[config.mk]
export PLATFORM = sky130hd
export DESIGN_NAME = csa_nibble_seq
export DESIGN_NICKNAME = d
export VERILOG_FILES = /design/src/rtl/csa_nibble_seq.sv
export SDC_FILE = /design/constraint.sdc
export NUM_CORES = 1
export LEC_CHECK = 0
export BUFFER_PORTS_ARGS = -buffer_cell sky130_fd_sc_hd__buf_4
export CAP_MARGIN = 20
export CORE_ASPECT_RATIO = 0.8
export CORE_UTILIZATION = 50
export CTS_CLUSTER_SIZE = 25
export DETAILED_ROUTE_END_ITERATION = 6
export GPL_ROUTABILITY_DRIVEN = 1
export PLACE_DENSITY = 0.78
export SYNTH_ARGS = -nofsm -noshare
export SYNTH_HDL_FRONTEND = slang
export SYNTH_SLANG_ARGS = --single-unit
[constraint.sdc]
create_clock -name clk -period 3.47 [get_ports clk]
set_input_delay 0.8675 -clock clk [delete_from_list [all_inputs] [get_ports clk]]
set_output_delay 0.8675 -clock clk [all_outputs]
set_load 0.02 [all_outputs]
[src/rtl/csa_nibble_seq.sv]
// rtl/csa_nibble_seq.sv - WIDTH-bit adder sequenced one nibble per clock through a 4-bit carry-select adder.
// Optional subtract mode enabled by defining CSA_SEQ_SUB_EN.

module csa4 (
  input  logic [3:0] X,
  input  logic [3:0] Y,
  input  logic       Cin,
  output logic [3:0] sum,
  output logic       Cout
);
  logic [2:0] lo;
  logic [2:0] hi0;
  logic [2:0] hi1;

  // Upper pair is computed for both carry-ins and picked by the lower pair's carry.
  assign lo   = {1'b0, X[1:0]} + {1'b0, Y[1:0]} + {2'b00, Cin};
  assign hi0  = {1'b0, X[3:2]} + {1'b0, Y[3:2]};
  assign hi1  = hi0 + 3'd1;
  assign sum  = {(lo[2] ? hi1[1:0] : hi0[1:0]), lo[1:0]};
  assign Cout = lo[2] ? hi1[2] : hi0[2];
endmodule

module csa_nibble_seq #(
  parameter int WIDTH = 16
) (
  input  logic             clk,
  input  logic             rst_n,
  input  logic             start,
  input  logic [WIDTH-1:0] a,
  input  logic [WIDTH-1:0] b,
  input  logic             cin,
`ifdef CSA_SEQ_SUB_EN
  input  logic             sub,
`endif
  output logic             busy,
  output logic             done,
  output logic [WIDTH-1:0] sum,
  output logic             cout
);
  localparam int NIB = WIDTH / 4;
  localparam int IW  = (NIB > 1) ? $clog2(NIB) : 1;

  typedef enum logic [1:0] {IDLE, RUN, DONE} state_t;

  state_t           state, state_nx;
  logic [WIDTH-1:0] a_sh, b_sh, sum_r, b_eff;
  logic [IW-1:0]    idx;
  logic             carry, cout_r, cin_eff, last;
  logic [3:0]       nib_sum;
  logic             nib_cout;

`ifdef CSA_SEQ_SUB_EN
  // Subtraction is a + ~b + 1; cout then means "no borrow".
  assign b_eff   = sub ? ~b : b;
  assign cin_eff = sub ? 1'b1 : cin;
`else
  assign b_eff   = b;
  assign cin_eff = cin;
`endif

  assign last = (idx == IW'(NIB - 1));

  csa4 u_csa4 (
    .X    (a_sh[3:0]),
    .Y    (b_sh[3:0]),
    .Cin  (carry),
    .sum  (nib_sum),
    .Cout (nib_cout)
  );

  always_ff @(posedge clk or negedge rst_n) begin
    if (!rst_n) state <= IDLE;
    else        state <= state_nx;
  end

  always_comb begin
    state_nx = state;
    case (state)
      IDLE:    if (start) state_nx = RUN;
      RUN:     if (last)  state_nx = DONE;
      DONE:    state_nx = IDLE;
      default: state_nx = IDLE;
    endcase
  end

  always_comb begin
    busy = (state != IDLE);
    done = (state == DONE);
  end

  // Operands shift right so the adder always sees nibble 0 of the shift registers.
  always_ff @(posedge clk or negedge rst_n) begin
    if (!rst_n) begin
      a_sh   <= '0;
      b_sh   <= '0;
      sum_r  <= '0;
      idx    <= '0;
      carry  <= 1'b0;
      cout_r <= 1'b0;
    end else begin
      case (state)
        IDLE: begin
          if (start) begin
            a_sh  <= a;
            b_sh  <= b_eff;
            carry <= cin_eff;
            idx   <= '0;
          end
        end
        RUN: begin
          a_sh                   <= a_sh >> 4;
          b_sh                   <= b_sh >> 4;
          sum_r[{idx, 2'b00} +: 4] <= nib_sum;
          carry                  <= nib_cout;
          idx                    <= idx + 1'b1;
          if (last) cout_r <= nib_cout;
        end
        default: ;
      endcase
    end
  end

  assign sum  = sum_r;
  assign cout = cout_r;
endmodule

==> metrics.csv, run 1 <==
stage,metric,value,unit
timing,setup-violations-final,0,
cells_and_area,final_cell_mix,"57 x buf_4, 54 x dfrtp_1, 30 x nor2b_1",
setup_path,r2r_end,carry$_DFFE_PN0P_,
route,drtPass1Iterations,4,
synthesis,syn_avg_cell_area,9.99,um2
setup_path,critPathCaptureType,primary output,
place,hpwl,4.17,mm
power_and_ir_drop,finalPower,2.69,mW
setup_path,cp_data_arrival_time,1.46,ns
cells_and_area,layout-drive-gt1-share,0.233,
place,gp_congestion,0.770,
setup_path,worstPathRequired,2.60,ns
job,cap_violations,0,
setup_path,criticalPathCategory,reg2out,
die,fp.dieW,85.0,um
clock_tree,clockBufferDepth,2,
die,die_h,68.4,um
power_and_ir_drop,leakagePower,1.49,nW
timing,period_minus_slack,2.33,ns
clock_tree,htreeDepth,2,
setup_path,regToRegSetupSlack,1.35,ns
route,avgRoutedWirePerCell,16.2,um
cells_and_area,nets,369,
timing,fmax,429,MHz
hold_path,hold_class,reg2reg,
route,drtAntennaViolNets,0,
timing,clock_skew,0.00827,ns
clock_tree,ctsRootBufferMaster,clkbuf_8,
status,status,completed,
global_routing,overflow,0,
synthesis,synthFlopType,dfrtp_1,
clock_tree,insertion_delay,0.30,ns
timing,rsz0062_at_grt,false,
place,port_buffers,54,
cells_and_area,final_cells,384,
synthesis,synth_seq_cells,54,
timing,period_share,0.671,
synthesis,synth_cells,276,
route,vias,2180,
setup_path,critPathLaunch,state[1]$_DFFE_PN0P_,
cells_and_area,diodes,0,
clock_tree,clock_sinks,54,
hold_path,hold_depth,2,
synthesis,synth_warnings,0,
synthesis,synth_cell_types,39,
die,coreArea,5150,um2
setup_path,r2r_start,state[1]$_DFFE_PN0P_,
global_routing,grt_pass1_vias,2050,
setup_path,rr_worst_depth,4,
global_routing,track_usage,0.229,
route,drt_iter0_drc,114,
die,row_count,23,
global_routing,grt_max_degree,55,
route,drc,0,
die,ios,55,
global_routing,grt_pass1_wl,10.2,mm
synthesis,synthArstFlopShare,1.00,
cells_and_area,syn2layout_area_growth,19.2,%
die,initial_utilization,0.535,
timing,worst_slack,1.14,ns
clock_tree,cts_resized,0,
cells_and_area,final_common_cell,buf_4,
synthesis,syn_area,2760,um2
route,drt_wl_total,6.21,mm
synthesis,ys_seq_area_frac,0.490,
cells_and_area,utilization,0.638,
place,place_inst,377,
timing,slew_headroom,0.540,
global_routing,antenna_found_initial,0,
setup_path,crit_fanout,19,
synthesis,synth-edff-count,0,
route,vias_per_cell,5.68,
place,pre_cts_ws,1.36,ns
hold_path,worstHoldStart,sum[0]$_DFFE_PN0P_,
die,fp.dieArea,5820,um2
clock_tree,holdBufCountCts,0,
hold_path,min_to,sum[0]$_DFFE_PN0P_,
clock_tree,clk_pin_slew,0.09,ns
timing,maxSlewViolCount,0,
clock_tree,post-cts-setup-buffers,0,
timing,tightest_slew,0.691,ns
power_and_ir_drop,p_per_area,819,nW/um2
clock_tree,numCtsBuffers,5,
timing,hold_viol,0,
setup_path,start_kind,register,
power_and_ir_drop,ir_worst_vdd,0.393,mV
synthesis,synthesis.nets,323,
timing,tns,0,ns
clock_tree,cts_tree,yes,
-- cells in the mapped netlist (all sizes together) (2+ instances only) --
| cell type | n | area share |
|---|---|---|
| o31ai | 5 | 0.014 |
| and2b | 2 | 0.0064 |
| a22oi | 22 | 0.060 |
| a21oi | 29 | 0.053 |
| a31oi | 2 | 0.0045 |
| a2bb2oi | 2 | 0.0064 |
| nor2b | 31 | 0.070 |
| inv | 11 | 0.015 |
| dfrtp | 54 | 0.49 |
| nand2 | 24 | 0.033 |
| ha | 8 | 0.036 |
| o2bb2ai | 8 | 0.025 |
| or2 | 2 | 0.0054 |
| nand3 | 2 | 0.0036 |
| nor2 | 2 | 0.0027 |
| fa | 3 | 0.022 |
| nand3b | 3 | 0.0095 |
| and2 | 3 | 0.0077 |
| buf | 13 | 0.027 |
| o21ai | 36 | 0.069 |
| clkbuf | 5 | 0.0068 |
-- registers in the layout (all words and copies together), names as in the netlist --
register  cells
idx           2
sum          16
carry         1
b_sh         16
cout          1
a_sh         16
state         2
-- layout make-up --
| class | count | area (um2) |
|---|---|---|
| Timing Repair Buffer | 57 | 428 |
| Tap cell | 62 | 77.6 |
| Clock inverter | 1 | 30.0 |
| Sequential cell | 54 | 1350 |
| Clock buffer | 6 | 82.6 |
| Inverter | 11 | 41.3 |
| Multi-Input combinational cell | 193 | 1270 |
| Fill cell | 418 | 1870 |
-- critical path, stage by stage, from the launching register on --
cell	delay, ns
dfrtp_1	0.61
or2_2	0.39
buf_4	0.16
-- metrics by stage --
step | hold slack [ns] | cell area [um2]
final | 0.494 | 3280
after global routing | 0.517 | 3280
after CTS | 0.497 | 3280
after detailed placement | 0.475 | 3170
after global placement | 0.464 | 3170
after floorplan | 0.450 | 2760
-- worst max-delay path by stage --
stage,to,slack (ns)
after global routing,busy,1.08
final,busy,1.14
after detailed placement,sum[3]$_DFFE_PN0P_,1.36
after CTS,busy,1.14
after floorplan,done,1.52
after global placement,carry$_DFFE_PN0P_,1.37
-- per-layer routing --
layer	wire length [um]	vias to the layer above	track usage
met5	0	-	0
met4	34	0	0.0445
met3	284	4	0.0446
met2	2660	57	0.345
met1	3230	1056	0.345
li1	-	1063	-
-- power breakdown --
part | total (mW) | switching (mW) | internal [mW]
sequential | 1.06 | 0.200 | 0.863
combinational | 1.20 | 0.697 | 0.499
clock | 0.432 | 0.200 | 0.231
-- cells by family after synthesis --
group                    share of synthesized area
AO/OA/AOI/OAI                                0.245
XOR/XNOR                                   0.00636
adder cells (fa/ha/maj)                     0.0581
buffers and inverters                       0.0486
flip-flops                                   0.490
multiplexers                               0.00545
AND/OR/NAND/NOR                              0.146
Power figures use the tool's default switching activity.
==> run 2: changes to the inputs <==
ABC_AREA = 1   (was default)
CORE_UTILIZATION = 49   (was 50)
PLACE_DENSITY = 0.8   (was 0.78)
clock period = 1.87 ns   (was 3.47 ns; I/O delays follow)
==> metrics.csv, run 2 <==
stage,metric,value,unit
die,ios,55,
clock_tree,clock_sinks,54,
cells_and_area,final_cell_mix,"114 x nand2_1, 61 x buf_4, 55 x nor2_1",
synthesis,synthesis.nets,381,
die,die_h,67.7,um
power_and_ir_drop,ir_worst_vdd,0.936,mV
die,fp.dieArea,5700,um2
setup_path,rr_worst_depth,9,
route,drt_wl_total,5.82,mm
clock_tree,htreeDepth,2,
synthesis,synth_cells,334,
setup_path,cp_data_arrival_time,2.10,ns
power_and_ir_drop,p_per_area,1800,nW/um2
synthesis,yosys.area.top_type_share,0.511,
synthesis,synthArstFlopShare,1.00,
place,placed_cell_area,3100,um2
synthesis,synthTopCellsByCount,"115 x nand2_1, 57 x nor2_1, 54 x dfrtp_1",
clock_tree,clk_pin_slew,0.09,ns
synthesis,syn_area,2650,um2
global_routing,grt_pass1_wl,9.72,mm
global_routing,antenna_found_initial,0,
timing,fmax,536,MHz
clock_tree,holdBufCountCts,0,
timing,hold_viol,0,
synthesis,synth-edff-count,0,
cells_and_area,layout-drive-gt1-share,0.195,
timing,slew_headroom,0.553,
place,hpwl,4.18,mm
setup_path,r2r_start,b_sh[2]$_DFFE_PN0P_,
synthesis,ys_top_cells_by_area,"dfrtp_1 51%, nand2_1 16%, nor2_1 8.1%",
timing,setup-violations-final,0,
die,coreArea,5090,um2
synthesis,synth_seq_cells,54,
synthesis,synthFlopType,dfrtp_1,
route,vias_per_cell,5.09,
setup_path,worstPathRequired,2.10,ns
timing,maxSlewViolCount,0,
status,status,"complete, but fails checks",
setup_path,r2r_end,sum[15]$_DFFE_PN0P_,
clock_tree,ctsRootBufferMaster,clkbuf_8,
die,initial_utilization,0.520,
clock_tree,clockBufferDepth,2,
synthesis,syn_avg_cell_area,7.92,um2
job,cap_violations,0,
setup_path,crit_fanout,2,
route,drt_iter0_drc,172,
timing,rsz0062_at_grt,true,
timing,period_minus_slack,1.87,ns
route,drtPass1Iterations,6,
cells_and_area,final_common_cell,nand2_1,
synthesis,synth_most_common_cell,nand2_1,
die,row_count,23,
place,gp_congestion,0.895,
global_routing,grt_max_degree,55,
clock_tree,numCtsBuffers,5,
synthesis,synth_cell_types,20,
setup_path,criticalPathCategory,reg2reg,
cells_and_area,nets,436,
clock_tree,insertion_delay,0.31,ns
setup_path,start_kind,register,
global_routing,overflow,0,
global_routing,track_usage,0.224,
timing,tightest_slew,0.670,ns
die,fp.dieW,84.2,um
hold_path,hold_class,in2async,
cells_and_area,fin_area,3210,um2
synthesis,ys_seq_area_frac,0.511,
timing,period_share,0.998,
status,violations,DRC,
route,avgRoutedWirePerCell,12.9,um
cells_and_area,syn2layout_area_growth,21.2,%
setup_path,critPathLaunch,b_sh[2]$_DFFE_PN0P_,
route,drtAntennaViolNets,0,
power_and_ir_drop,leakagePower,1.73,nW
timing,clock_skew,0.00432,ns
route,drc,4,
cells_and_area,fillers,453,
clock_tree,cts_tree,yes,
synthesis,yosys.area.top_type,dfrtp_1,
timing,tns,0,ns
global_routing,grt_pass1_vias,2070,
place,port_buffers,54,
timing,whs,0.181,ns
setup_path,regToRegSetupSlack,0.004,ns
cells_and_area,diodes,0,
setup_path,critPathCaptureType,register,
synthesis,synth_warnings,0,
route,vias,2294,
setup_path,crit_end,sum[15]$_DFFE_PN0P_,
==> run 2: cell families (layout without fill, tap and decap cells) <==
family,after synthesis,count (layout),share of synthesized area
AO/OA/AOI/OAI,39,39,0.0780
adder cells (fa/ha/maj),11,11,0.0605
buffers and inverters,39,94,0.0681
flip-flops,54,54,0.511
AND/OR/NAND/NOR,191,191,0.283
==> run 2: layer usage <==
layer	global-route usage	wire, um
met5	0	0
met2	0.338	2670
met1	0.318	2680
met4	0.0625	64
met3	0.0623	404
==> run 2: worst min path at each step <==
stage	from	end	slack, ns
after floorplan	rst_n	a_sh[0]$_DFFE_PN0P_	0.17
after global placement	a_sh[12]$_DFFE_PN0P_	a_sh[12]$_DFFE_PN0P_	0.46
after detailed placement	a_sh[12]$_DFFE_PN0P_	a_sh[12]$_DFFE_PN0P_	0.46
after CTS	rst_n	sum[6]$_DFFE_PN0P_	0.21
after global routing	rst_n	sum[1]$_DFFE_PN0P_	0.23
final	rst_n	sum[9]$_DFFE_PN0P_	0.18
==> run 2: critical path: stages (launching register included) <==
cell and delay, ns:
dfrtp_1 0.36, ha_1 0.15, inv_1 0.05, fa_1 0.49, inv_1 0.05, ha_1 0.29, inv_2 0.04, nand2_2 0.05
nand4_1 0.13, o21ai_1 0.17
==> run 2: timing repair <==
| action | CTS | global route |
|---|---|---|
| endpoints found under the setup margin | 0 | 11 |
| buffers inserted | 0 | 2 |
| resized for setup | 0 | 10 |
==> run 2: final cells by class <==
| class | instances | area (um2) | share of cell area |
|---|---|---|---|
| sequential | 54 | 1350 | 0.421 |
| multi-input combinational | 241 | 1130 | 0.352 |
| clock buffer | 7 | 76.3 | 0.0238 |
| inverter | 25 | 96.3 | 0.0300 |
| tap | 62 | 77.6 | 0.0242 |
| timing repair buffer | 62 | 478 | 0.149 |
==> run 2: report_power, final <==
| part | internal (mW) | switching [mW] | total, mW |
|---|---|---|---|
| combinational | 1.18 | 2.02 | 3.21 |
| sequential | 1.66 | 0.297 | 1.95 |
| clock | 0.259 | 0.358 | 0.617 |
| total | 3.10 | 2.68 | 5.78 |
==> run 2: stage by stage <==
step                power (mW)  worst slack [ns]   util  cells
finish                    5.78           0.00432  0.630    451
detailed placement        5.00           0.00346  0.609    442
global route              6.37            -0.108  0.630    451
global placement          4.88             0.125  0.609    442
floorplan                 4.10             0.177      -    334
CTS                       5.65           0.00623  0.624    449
